**config.mk**
```make
export PLATFORM = sky130hd
export DESIGN_NAME = alu_pipe
export DESIGN_NICKNAME = d
export VERILOG_FILES = /design/src/rtl/alu_pkg.sv /design/src/rtl/alu_core.sv /design/src/rtl/alu_pipe.sv
export SDC_FILE = /design/constraint.sdc
export NUM_CORES = 1
export LEC_CHECK = 0
export ABC_AREA = 1
export CAP_MARGIN = 20
export CORE_MARGIN = 2
export CORE_UTILIZATION = 40
export CTS_CLUSTER_DIAMETER = 150
export DETAILED_ROUTE_END_ITERATION = 10
export GPL_ROUTABILITY_DRIVEN = 0
export GPL_TIMING_DRIVEN = 0
export SETUP_SLACK_MARGIN = 0.2
export SLEW_MARGIN = 30
export SYNTH_ARGS = -nofsm -noshare
export SYNTH_HDL_FRONTEND = slang
export SYNTH_HIERARCHICAL = 1
export SYNTH_SLANG_ARGS = --single-unit
```
**constraint.sdc**
```tcl
create_clock -name clk -period 7.51 [get_ports clk]
set_clock_uncertainty 0.15 [all_clocks]
set_input_delay 1.502 -clock clk [delete_from_list [all_inputs] [get_ports clk]]
set_output_delay 1.502 -clock clk [all_outputs]
set_load 0.01 [all_outputs]
```
**src/rtl/alu_pkg.sv**
```systemverilog
// Shared opcode encodings and flag bundle for the pipelined ALU.
package alu_pkg;

  localparam logic [2:0] OP_AND  = 3'b000;
  localparam logic [2:0] OP_OR   = 3'b001;
  localparam logic [2:0] OP_ADD  = 3'b010;
  localparam logic [2:0] OP_XOR  = 3'b011;
  localparam logic [2:0] OP_ANDN = 3'b100;
  localparam logic [2:0] OP_ORN  = 3'b101;
  localparam logic [2:0] OP_SUB  = 3'b110;
  localparam logic [2:0] OP_SLT  = 3'b111;

  typedef struct packed {
    logic zero;
    logic neg;
    logic carry;
    logic ovf;
  } flags_t;

endpackage

```
**src/rtl/alu_core.sv**
```systemverilog
// Combinational WIDTH-bit ALU: result plus NZCV flags.
// Zero latency, no handshake; the pipeline wrapper owns all flow control.
module alu_core
  import alu_pkg::*;
#(
  parameter int WIDTH = 8
) (
  input  logic [WIDTH-1:0] a,
  input  logic [WIDTH-1:0] b,
  input  logic [2:0]       f,
  output logic [WIDTH-1:0] y,
  output flags_t           flags
);

  localparam int MSB = WIDTH - 1;

  logic             is_sub;
  logic [WIDTH-1:0] b_op;
  logic [WIDTH:0]   sum;
  logic             lt;
  logic [WIDTH-1:0] res;

  always_comb begin
    is_sub = (f == OP_SUB);
    b_op   = is_sub ? ~b : b;
    sum    = {1'b0, a} + {1'b0, b_op} + {{WIDTH{1'b0}}, is_sub};
    // Native signed compare stays correct where a-b would overflow.
    lt     = $signed(a) < $signed(b);

    res = '0;
    case (f)
      OP_AND:  res = a & b;
      OP_OR:   res = a | b;
      OP_ADD:  res = sum[WIDTH-1:0];
      OP_XOR:  res = a ^ b;
      OP_ANDN: res = a & ~b;
      OP_ORN:  res = a | ~b;
      OP_SUB:  res = sum[WIDTH-1:0];
      OP_SLT:  res = {{(WIDTH-1){1'b0}}, lt};
      default: res = '0;
    endcase

    flags.zero  = (res == '0);
    flags.neg   = res[MSB];
    flags.carry = 1'b0;
    flags.ovf   = 1'b0;
    if (f == OP_ADD) begin
      flags.carry = sum[WIDTH];
      flags.ovf   = (a[MSB] == b[MSB]) && (res[MSB] != a[MSB]);
    end else if (f == OP_SUB) begin
      flags.carry = sum[WIDTH];
      flags.ovf   = (a[MSB] != b[MSB]) && (res[MSB] != a[MSB]);
    end
  end

  assign y = res;

endmodule

```
**src/rtl/alu_pipe.sv**
```systemverilog
// Two-stage valid/ready ALU with NZCV flags and saturating op counter; latency 2.
// Stalls hold S2 stable; in_ready falls only when both stages are full.
module alu_pipe
  import alu_pkg::*;
#(
  parameter int WIDTH = 8,
  parameter int CNT_W = 16
) (
  input  logic             clk,
  input  logic             rst_n,
  input  logic             in_valid,
  output logic             in_ready,
  input  logic [WIDTH-1:0] a,
  input  logic [WIDTH-1:0] b,
  input  logic [2:0]       f,
  output logic             out_valid,
  input  logic             out_ready,
  output logic [WIDTH-1:0] y,
  output logic             zero,
  output logic             neg,
  output logic             carry,
  output logic             ovf,
  output logic [CNT_W-1:0] op_count
);

  logic             s1_valid_q;
  logic             s2_valid_q;
  logic             s1_adv;
  logic             s2_adv;
  logic [WIDTH-1:0] a_q;
  logic [WIDTH-1:0] b_q;
  logic [2:0]       f_q;
  logic [WIDTH-1:0] y_d;
  logic [WIDTH-1:0] y_q;
  flags_t           flags_d;
  flags_t           flags_q;
  logic [CNT_W-1:0] cnt_d;
  logic [CNT_W-1:0] cnt_q;

  assign s2_adv   = !s2_valid_q || out_ready;
  assign s1_adv   = !s1_valid_q || s2_adv;
  assign in_ready = s1_adv;

  alu_core #(.WIDTH(WIDTH)) u_core (
    .a     (a_q),
    .b     (b_q),
    .f     (f_q),
    .y     (y_d),
    .flags (flags_d)
  );

  always_comb begin
    cnt_d = cnt_q;
    if (s2_valid_q && out_ready && (cnt_q != {CNT_W{1'b1}})) begin
      cnt_d = cnt_q + {{(CNT_W-1){1'b0}}, 1'b1};
    end
  end

  // Operand stage carries no reset: it is only observed behind s1_valid_q.
  always_ff @(posedge clk) begin
    if (in_valid && s1_adv) begin
      a_q <= a;
      b_q <= b;
      f_q <= f;
    end
  end

  always_ff @(posedge clk or negedge rst_n) begin
    if (!rst_n) begin
      s1_valid_q <= 1'b0;
      s2_valid_q <= 1'b0;
      y_q        <= '0;
      flags_q    <= '0;
      cnt_q      <= '0;
    end else begin
      if (s1_adv) begin
        s1_valid_q <= in_valid;
      end
      if (s2_adv) begin
        s2_valid_q <= s1_valid_q;
        if (s1_valid_q) begin
          y_q     <= y_d;
          flags_q <= flags_d;
        end
      end
      cnt_q <= cnt_d;
    end
  end

  assign out_valid = s2_valid_q;
  assign y         = y_q;
  assign zero      = flags_q.zero;
  assign neg       = flags_q.neg;
  assign carry     = flags_q.carry;
  assign ovf       = flags_q.ovf;
  assign op_count  = cnt_q;

endmodule

```
# Yosys cells after proc, flatten, opt, wreduce, memory -nomap -nowiden
# Cells that the tools add are included.
# classes
order_cmp	1
n_mux	4
n_eq_ne	11
n_addsub	3
n_bitwise	6
reduce_logical	13
# op_table
cell	n
$pmux 8 s7	1
$add 16x1->16 const B	1
$and 8x8->8	2
$ne 16x16->1 const B	1
$or 8x8->8	2
$eq 3x3->1 const B	4
$add 8x8->9	1
$add 9x1->9	1
$logic_not 8->1	1
$lt 8x8->1	1
$mux 8	1
$not 8->8	1
$xor 8x8->8	1
$eq 3x2->1 const B	2
$logic_and 1x1->1	5
$mux 2	2
$eq 3x1->1 const B	1
$logic_not 3->1	1
$logic_not 1->1	2
$logic_or 1x1->1	2
$ne 1x1->1	2
$reduce_and 2->1	1
$reduce_or 2->1	1
$eq 1x1->1	1
# word_totals
ff_bits	49
output_inout_bits	30
word_cells	49

# Depth between registers and ports, before layout
# depth
ltp_word	9
depth_mapped	18
ltp_nobuf	18

# Hierarchy
# Netlist, hierarchy kept.
# by_module_without_submodules
module	cells_per_inst	instances	area_per_inst_um2
alu_pipe	207	1	2148.3
alu_core	217	1	1189.9

# Worst setup path after synthesis
# No wires, ideal clock.
# synth_timing
path_kind	input to output
from	input out_ready
to	output in_ready
path_buffers	0
stages	2
slack_ns	4.172
t_arrival_ns	1.686
cell_sequence	inv_1 -> nand3_1
# synth_between
elab_chain_len	2
# synth_lines
element	line_no	source
start: declaration	alu_pipe.sv:17	input logic out_ready,
$logic_or 1x1->1	alu_pipe.sv:40	assign s2_adv = !s2_valid_q || out_ready;
$logic_or 1x1->1	alu_pipe.sv:41	assign s1_adv = !s1_valid_q || s2_adv;
end: declaration	alu_pipe.sv:12	output logic in_ready,
# Every way passes these cells.

# Worst setup path in the final report
# Same ends and word-level chain as after synthesis.

==> impl_metrics.ini <==
[global_routing]
overflow = 0
grt_pass1_wl_um = 12700
antenna_found_initial = 0
grt_max_degree = 20
grt_pass1_vias = 2726
grtUsageTotal = 0.178

[setup_path]
cp_top_family = buffers and inverters
required_ns = 5.86
arrival_ns = 2.68
end_kind = output port
path_class = in -> out
crit_path_frequent_cell = clkdlybuf4s50_1
crit_chain = clkdlybuf4s50_1, inv_1, nand3_1, clkdlybuf4s50_1
slowest_delay_ns = 0.55
cp_max_fo = 3
cpMaxStageDelayCell = clkdlybuf4s50_1
start_kind = primary input
critical_path_buf_inv_count = 3

[yosys]
synth_area_leaders = dfrtp_1 22%, edfxtp_1 17%, nand2_1 16%
synth_area_um2 = 3340
syn_nets = 464
synthTopCellsByCount = 139 x nand2_1, 44 x inv_1, 34 x nor2_1, 31 x nand3_1, 30 x dfrtp_1
yosysMostFrequentCell = nand2_1
synth_enable_flop_cells = 19
yosysUniqueCellTypes = 39
synthFlopType = dfrtp_1
ys_seq_area_frac = 0.396
synthCells = 424
synth_top_area_frac = 0.225
synth_area_per_cell_um2 = 7.87
ys_ff_latch = 49
async_flop_share = 0.612
synth_area_leader_cell = dfrtp_1
ys_warn_count = 6

[power_and_ir_drop]
power_per_cell_area_nw_per_um2 = 210
p_total_mw = 0.869
power_leakage_nw = 1.89
ir_worst_vdd_v = 0.000116

[layout]
finalNonFillerCells = 590
design_area_um2 = 4130
area_growth_pct = 23.8
n_antenna_cell = 0
nets = 524
fillers = 807
drive_gt1_frac = 0.111

[timing]
worst_pin_slew_ns = 0.702
rsz0062_at_grt = no
hold_viol = 0
setup-violations-final = 0
tns_ns = 0
max_freq_mhz = 231
drv_slew = 0
period_minus_slack_ns = 4.33
slew_headroom = 0.532
min_period_over_period = 0.577

[clocking]
clk_pin_slew_ns = 0.09
tritoncts = done
hold_buffers = 0
postCtsResizedCells = 0
clockRootBuffer = clkbuf_8
post_cts_buffers = 0
clk-insertion-delay-late_ns = 0.29
clockBufferDepth = 2
cts_max_level = 2
cts_sinks = 49
cts_buffers = 5

[place]
port-buffer-count = 52
place_area_um2 = 4010
dp_hpwl_um = 6180
dp.cells = 582

[route]
drc = 0
dr.pass1.iters = 4
routed_wl_um = 7610
drt_iter0_drc = 88
wire_per_inst_um = 12.9
route.vias.total = 2890
viasPerCell = 4.90
drtAntennaViolNets = 0

[die]
ios = 53
rows = 33
die_area_um2 = 9090
die_w_um = 95.4
dieHeight_um = 95.4
start_util = 0.410
core-area_um2 = 8130

[hold_path]
min_path_type = reg -> reg

[flow_run]
cap_viol_max_count = 0

[outcome]
status = finished, final reports clean
==> metrics by stage <==
stage | utilization | setup WS (ns) | hold WS [ns]
floorplan | - | 4.17 | 0.389
global placement | 0.491 | 3.16 | 0.341
detailed placement | 0.493 | 3.17 | 0.347
CTS | 0.508 | 3.16 | 0.370
global route | 0.508 | 3.07 | 0.387
finish | 0.508 | 3.18 | 0.364
==> registers in the layout, indices dropped and copies added (netlist names), 3 cells and up <==
register,count
a_q,8
b_q,8
f_q,3
op_count,16
y,8
==> logic make-up (layout without fill, tap and decap cells) <==
family	after synthesis	in the layout	synth area share
mux	12	12	0.0405
xor+xnor	13	13	0.0341
simple gates	241	241	0.329
flops	49	49	0.396
compound gates	36	36	0.0633
fa+ha+maj	17	17	0.0660
buf+inv	56	117	0.0708
==> worst register-to-register path, cell delays in order, from the launching register on <==
cell      delay [ns]
edfxtp_1        0.50
nor2_4          0.27
inv_2           0.11
o21ai_0         0.31
fa_1            0.51
nand2_1         0.08
nand2_1         0.05
a21oi_1         0.12
a21oi_1         0.14
nor2_1          0.12
nand2_1         0.06
nor2_1          0.09
nand3_1         0.08
nor2_1          0.12
mux2_2          0.15
==> layout by cell type (no fill, tap or decap), types with 2 or more instances in the layout <==
cell type and instances:
nand2_1 139, clkdlybuf4s50_1 51, inv_1 44, nor2_1 34
nand3_1 31, dfrtp_1 30, edfxtp_1 19, ha_1 16
nand4_1 13, o21ai_0 13, a21oi_1 13, mux2_2 12
xor2_1 10, clkbuf_8 6, nor2_2 5, inv_2 5
nor2_4 3, xnor2_1 3, o21ai_2 3, nand3b_1 3
buf_2 2, nand2_2 2, buf_6 2, nor3_1 2
buf_4 2, or2_2 2, o31a_1 2, o21ai_1 2
==> power breakdown <==
part / switching (mW) / internal (mW) / leakage [nW]
sequential: 0.0426 / 0.324 / 0.570
clock: 0.0862 / 0.108 / 0.0574
combinational: 0.152 / 0.156 / 1.27
total: 0.280 / 0.588 / 1.89
==> final timing paths <==
kind                            from           to  slack [ns]  cells after the start
max                        out_ready     in_ready        3.18                      4
min                            carry        carry        0.36                      1
max reg2reg                   f_q[0]         zero        4.61                     14
min reg2reg                    carry        carry        0.36                      1
max in group asynchronous      rst_n         y[4]        5.87                      2
min in group asynchronous      rst_n  op_count[8]        0.95                      1
==> metal layers <==
metal	track usage	vias to the layer above	wire (um)
li1	-	1501	-
met1	0.222	1330	3400
met2	0.317	53	3820
met3	0.0324	6	286
met4	0.0471	0	95
met5	0	-	0
==> cell type report <==
class | count | area (um^2) | share of cell area
Tap cell | 105 | 131 | 0.0318
Timing Repair Buffer | 53 | 543 | 0.131
Clock buffer | 6 | 82.6 | 0.0200
Buffer | 5 | 42.5 | 0.0103
Sequential cell | 49 | 1320 | 0.320
Inverter | 51 | 194 | 0.0469
Clock inverter | 2 | 37.5 | 0.00908
Multi-Input combinational cell | 319 | 1780 | 0.431
No activity file was read; power rests on OpenSTA's default activity.
